## src/rtl/run_detect_arbiter_if.sv

```systemverilog
// Request/result bundle for run_detect_arbiter: N_REQ frame producers in, one per-frame result out.
interface run_detect_arbiter_if #(
  parameter int N_REQ  = 4,
  parameter int DATA_W = 8,
  parameter int CNT_W  = 8
);
  localparam int ID_W = (N_REQ > 1) ? $clog2(N_REQ) : 1;

  logic [N_REQ-1:0]        req_valid;
  logic [N_REQ*DATA_W-1:0] req_data;
  logic [N_REQ-1:0]        req_ready;
  logic                    res_valid;
  logic                    res_ready;
  logic [ID_W-1:0]         res_id;
  logic                    res_hit;
  logic [CNT_W-1:0]        res_count;
  logic                    busy;

  modport master (
    output req_valid, req_data, res_ready,
    input  req_ready, res_valid, res_id, res_hit, res_count, busy
  );

  modport slave (
    input  req_valid, req_data, res_ready,
    output req_ready, res_valid, res_id, res_hit, res_count, busy
  );
endinterface

```

## src/rtl/run_detect_arbiter.sv

```systemverilog
// Round-robin shared serial run detector (RUN_DETECT_ARB_FIXED_PRIO_EN: fixed priority, lowest index wins).
// Latency: accept at t -> res_valid at t+DATA_W+1; frame period >= DATA_W+2.
// Backpressure: result held in REPORT until res_ready; no req_ready outside IDLE.
module run_detect_arbiter #(
  parameter int N_REQ   = 4,
  parameter int DATA_W  = 8,
  parameter int RUN_LEN = 4,
  parameter int CNT_W   = 8
) (
  input logic               clk,
  input logic               reset,
  run_detect_arbiter_if.slave bus
);
  localparam int ID_W  = (N_REQ > 1) ? $clog2(N_REQ) : 1;
  localparam int BIT_W = $clog2(DATA_W + 1);
  localparam int RUN_W = $clog2(RUN_LEN + 1);

  typedef enum logic [1:0] {IDLE, SHIFT, REPORT} state_t;

  state_t            state_q, state_d;
  logic [ID_W-1:0]   rr_ptr;
  logic [ID_W-1:0]   res_id_q;
  logic [ID_W-1:0]   win_idx;
  logic              win_vld;
  logic [DATA_W-1:0] shreg;
  logic              last_bit;
  logic [RUN_W-1:0]  run_q, run_nxt;
  logic [BIT_W-1:0]  bit_cnt;
  logic [CNT_W-1:0]  hit_cnt;
  logic              last_shift;

  // Scan downward so the candidate closest to the start pointer is written last.
  always_comb begin
    int start;
    int idx;
    win_vld = 1'b0;
    win_idx = '0;
    idx     = 0;
`ifdef RUN_DETECT_ARB_FIXED_PRIO_EN
    start   = 0;
`else
    start   = int'(rr_ptr);
`endif
    for (int k = N_REQ - 1; k >= 0; k--) begin
      idx = start + k;
      if (idx >= N_REQ) idx = idx - N_REQ;
      if (bus.req_valid[idx]) begin
        win_vld = 1'b1;
        win_idx = ID_W'(idx);
      end
    end
  end

  always_comb begin
    bus.req_ready = '0;
    if (state_q == IDLE && win_vld) bus.req_ready = N_REQ'(1) << win_idx;
  end

  assign last_shift    = (bit_cnt == BIT_W'(DATA_W - 1));
  assign bus.res_valid = (state_q == REPORT);
  assign bus.busy      = (state_q != IDLE);
  assign bus.res_id    = res_id_q;
  assign bus.res_count = hit_cnt;
  assign bus.res_hit   = |hit_cnt;

  // A run restarts on the first bit of a frame or on any change of bit value.
  always_comb begin
    if (bit_cnt == '0 || shreg[0] != last_bit) run_nxt = RUN_W'(1);
    else if (run_q == RUN_W'(RUN_LEN))         run_nxt = run_q;
    else                                        run_nxt = run_q + 1'b1;
  end

  always_comb begin
    state_d = state_q;
    case (state_q)
      IDLE:    if (win_vld) state_d = SHIFT;
      SHIFT:   if (last_shift) state_d = REPORT;
      REPORT:  if (bus.res_ready) state_d = IDLE;
      default: state_d = IDLE;
    endcase
  end

  always_ff @(posedge clk) begin
    if (reset) state_q <= IDLE;
    else       state_q <= state_d;
  end

  always_ff @(posedge clk) begin
    if (reset) begin
      rr_ptr   <= '0;
      res_id_q <= '0;
      shreg    <= '0;
      last_bit <= 1'b0;
      run_q    <= '0;
      bit_cnt  <= '0;
      hit_cnt  <= '0;
    end else begin
      case (state_q)
        IDLE: begin
          if (win_vld) begin
            shreg    <= bus.req_data[int'(win_idx)*DATA_W +: DATA_W];
            res_id_q <= win_idx;
            last_bit <= 1'b0;
            run_q    <= '0;
            bit_cnt  <= '0;
            hit_cnt  <= '0;
          end
        end
        SHIFT: begin
          shreg    <= shreg >> 1;
          last_bit <= shreg[0];
          run_q    <= run_nxt;
          bit_cnt  <= bit_cnt + 1'b1;
          if (run_nxt == RUN_W'(RUN_LEN) && hit_cnt != '1) hit_cnt <= hit_cnt + 1'b1;
        end
        REPORT: begin
          if (bus.res_ready) begin
`ifdef RUN_DETECT_ARB_FIXED_PRIO_EN
            rr_ptr <= '0;
`else
            rr_ptr <= (int'(res_id_q) == N_REQ - 1) ? '0 : res_id_q + 1'b1;
`endif
          end
        end
        default: ;
      endcase
    end
  end
endmodule

```

## src/flat_wrapper.sv

```systemverilog
// flat-port wrapper written by rule: the top's interface ports become plain ports
module run_detect_arbiter_flat 
#(
  parameter int N_REQ   = 4,
  parameter int DATA_W  = 8,
  parameter int RUN_LEN = 4,
  parameter int CNT_W   = 8
)
  (clk, reset, bus_req_valid, bus_req_data, bus_res_ready, bus_req_ready, bus_res_valid, bus_res_id, bus_res_hit, bus_res_count, bus_busy);
  run_detect_arbiter_if #(.N_REQ(N_REQ), .DATA_W(DATA_W), .CNT_W(CNT_W)) bus_i ();
  input logic clk;
  input logic reset;
  input wire logic [$bits(bus_i.req_valid)-1:0] bus_req_valid;
  input wire logic [$bits(bus_i.req_data)-1:0] bus_req_data;
  input wire logic [$bits(bus_i.res_ready)-1:0] bus_res_ready;
  output wire logic [$bits(bus_i.req_ready)-1:0] bus_req_ready;
  output wire logic [$bits(bus_i.res_valid)-1:0] bus_res_valid;
  output wire logic [$bits(bus_i.res_id)-1:0] bus_res_id;
  output wire logic [$bits(bus_i.res_hit)-1:0] bus_res_hit;
  output wire logic [$bits(bus_i.res_count)-1:0] bus_res_count;
  output wire logic [$bits(bus_i.busy)-1:0] bus_busy;
  assign bus_i.req_valid = bus_req_valid;
  assign bus_i.req_data = bus_req_data;
  assign bus_i.res_ready = bus_res_ready;
  assign bus_req_ready = bus_i.req_ready;
  assign bus_res_valid = bus_i.res_valid;
  assign bus_res_id = bus_i.res_id;
  assign bus_res_hit = bus_i.res_hit;
  assign bus_res_count = bus_i.res_count;
  assign bus_busy = bus_i.busy;
  run_detect_arbiter #(.N_REQ(N_REQ), .DATA_W(DATA_W), .RUN_LEN(RUN_LEN), .CNT_W(CNT_W)) u_core (.clk(clk), .reset(reset), .bus(bus_i));
endmodule
```

## config.mk

```make
export PLATFORM = sky130hd
export DESIGN_NAME = run_detect_arbiter_flat
export DESIGN_NICKNAME = d
export VERILOG_FILES = /design/src/rtl/run_detect_arbiter_if.sv /design/src/rtl/run_detect_arbiter.sv /design/src/flat_wrapper.sv
export SDC_FILE = /design/constraint.sdc
export NUM_CORES = 1
export LEC_CHECK = 0
export ABC_AREA = 1
export BUFFER_PORTS_ARGS = -buffer_cell sky130_fd_sc_hd__buf_2
export CAP_MARGIN = 20
export CORE_ASPECT_RATIO = 1.4
export CORE_MARGIN = 4
export CORE_UTILIZATION = 47
export CTS_BUF_LIST = sky130_fd_sc_hd__clkbuf_8
export CTS_CLUSTER_SIZE = 25
export DETAILED_ROUTE_END_ITERATION = 8
export PLACE_DENSITY = 0.81
export REMOVE_ABC_BUFFERS = 1
export SLEW_MARGIN = 0
export SYNTH_ARGS = -nofsm -noshare
export SYNTH_HDL_FRONTEND = slang
export SYNTH_SLANG_ARGS = --single-unit
```

## constraint.sdc

```tcl
create_clock -name clk -period 2.65 [get_ports clk]
set_input_delay 0.53 -clock clk [delete_from_list [all_inputs] [get_ports clk]]
set_output_delay 0.53 -clock clk [all_outputs]
set_load 0.005 [all_outputs]
```

==> metrics.txt <==
Detail Route Antenna Nets 0; Clock Latency Late Sink 280 ps; clock sinks 30; combinational power share 41.6%; Slew @ Worst Pin 425.0 ps; I/O Buffers 55; syn_area_per_cell 6.306 um2; Clk pin slew, worst setup/hold paths about 60 ps; share of layout cells above drive strength 1 25.31%; sequential area share after synthesis roughly 27%; Final Cell Area 0.002636 mm2; routed length per instance 10.27 um; Core Region 0.004536 mm2; # fillers 426; first-pass detailed-route iteration total 4; cell-internal power 918.7 uW; Max Clk Rate roughly 0.4 GHz; post-synthesis register bit count 30; CP max FO 9; clock skew 6.670 ps; Switching Fraction 38.58%; die height 88.85 um; largest net degree at the start of global routing 20; Area growth syn-to-layout 20.13%; post-route minimum period 2470 ps; placer congestion estimate just over 0.8; CTS H-Tree Depth 2; Synth warnings 0; first-pass GRT wire length 8.452 mm; initial antenna violation count 0; Worst Path Required 2120 ps; Row Count 29; setup TNS 0 ps; gr ovfl total 0; startpoint types register; Nets 453; WS Path Type register to output pin; CTS Buf Count 5; Routed WL between 4 and 5 mm; count of final max-slew check failures 0; Vias 2282; Ant. Diodes 0; Seq pwr share 36.0%; element type at the critical path end output pin; final setup fails 0; Placed Area about 0.0025 mm2; clock share of power 22.4%; Worst EP arrival 1940 ps; Synth cell types 33; vias in the first global route about 2100; most frequent cells in the layout inv_1, nand2_1, buf_2; Rel. slew slack 71.64%; VDD IR max 0.2423 mV; root buf cell clkbuf_8; worst reg-to-reg setup slack 580 ps; 1st-iter DRT viols 100; Static Leak 0.001355 uW; Starting Density 48.39%; leading cell type in the layout, fill and taps excluded inv_1; P per Cell Area roughly 570 mW/mm2; Gate Count Post-Synth 348; mapped cell area 0.002195 mm2; Max Cap Viol 0; hold crit path type register to register; Hold WS about 500 ps; Tcrit/Tclk final 93.20%; I/O pins 56; TritonCTS clock tree done; DR vias/cell between 4 and 5; Final Hold Viols 0; GRT Overall Usage between 15 and 20%; RSZ-0062 raised after global routing false; Die Wd 65.75 um; # DRC 0; CTS max path bufs 2; CTS Hold Bufs 0; switching power 577.1 uW; Post-DP HPWL 3.709 mm; status completed; die area 0.005842 mm2
-- flip-flops by register name, indices dropped and copies added, names as in the netlist --
register and count:
u_core.last_bit 1, u_core.run_q 3, u_core.bus.res_id 2, u_core.rr_ptr 2, u_core.bus.res_count 8, u_core.state_q 2, u_core.bit_cnt 4, u_core.shreg 8
-- through the flow --
step,power [uW],util (%),worst slack [ps],cells
6_report,1496,58.12,180.2,469
3_3_place_gp,1130,55.28,157.9,459
2_1_floorplan,967.7,-,441.3,337
4_1_cts,1482,57.24,18.17,467
5_1_grt,1622,58.12,28.32,469
3_5_place_dp,1144,55.28,154.8,459
-- logic make-up after synthesis --
group | after synthesis | synth area share (%)
XOR/XNOR | 4 | 1.597
AO/OA/AOI/OAI | 49 | 13.46
flip-flops | 30 | 27.37
buffers and inverters | 89 | 16.88
adder cells (fa/ha/maj) | 7 | 3.991
AND/OR/NAND/NOR | 169 | 36.72
-- final timing paths --
| path | depth (start not counted) | endpoint | start |
|---|---|---|---|
| worst min-delay path | 2 | u_core.last_bit | u_core.last_bit |
| worst max register to register | 13 | u_core.shreg[6] | u_core.rr_ptr[0] |
| worst max-delay path | 12 | bus_req_ready[2] | u_core.rr_ptr[0] |
| worst min register to register | 2 | u_core.last_bit | u_core.last_bit |
-- routing by layer --
layer  wire [um]  GRT usage [%]
met1        1936          19.85
met2        2508          32.76
met3         268          3.050
met4         103          7.170
met5           0              0
-- synth_stat cells (all sizes together) --
| cell | n | area (um2) |
|---|---|---|
| nand3b | 1 | 7.510 |
| o211ai | 1 | 7.510 |
| nor3b | 1 | 7.510 |
| a211oi | 2 | 15.01 |
| o21ai | 12 | 63.81 |
| xnor2 | 1 | 8.760 |
| xor2 | 3 | 26.28 |
| ha | 7 | 87.58 |
| o22ai | 5 | 31.28 |
| buf | 7 | 62.56 |
| nor3 | 10 | 55.05 |
| o31ai | 1 | 7.510 |
| nand3 | 51 | 260.3 |
| clkbuf | 4 | 15.01 |
| dfxtp | 30 | 600.6 |
| nor4 | 1 | 6.260 |
| and3 | 1 | 6.260 |
| a21oi | 28 | 170.2 |
| inv | 78 | 292.8 |
| nor2 | 15 | 58.81 |
| nand4 | 3 | 18.77 |
| nand2 | 86 | 385.4 |
-- critical path: stages, from the launching register on --
cell,delay [ps]
dfxtp_4,400
clkinv_4,120
nand2_1,100
nand3_1,110
nand3_1,90
nand3_1,70
nand2_1,60
nand2_1,80
nand2_4,130
clkinvlp_4,160
nand2_1,150
nor2_1,60
buf_2,120
-- cell type report --
cell class / count / area [um2] / area share, %
multi-input combinational: 229 / 1237 / 46.94
inverter: 78 / 301.5 / 11.44
sequential: 30 / 604.3 / 22.92
timing repair buffer: 63 / 339.1 / 12.86
clock inverter: 2 / 7.507 / 0.2848
clock buffer: 5 / 68.82 / 2.610
tap: 62 / 77.57 / 2.943
-- power by group through the flow --
stage / combinational [uW] / clock [uW] / sequential, uW
2_1_floorplan: 426 / 0 / 542
3_3_place_gp: 585 / 0 / 546
3_5_place_dp: 596 / 0 / 548
4_1_cts: 605 / 339 / 538
5_1_grt: 717 / 359 / 546
6_report: 623 / 334 / 539
-- repair_timing --
| item | 4_1_cts | 5_1_grt |
|---|---|---|
| pin swaps | 0 | 2 |
| resized for setup | 2 | 8 |
| setup buffers | 1 | 2 |
| endpoints found under the hold margin | 0 | 0 |
| setup endpoints to repair | 3 | 4 |
Note: power is estimated with default switching activity, not from simulation.
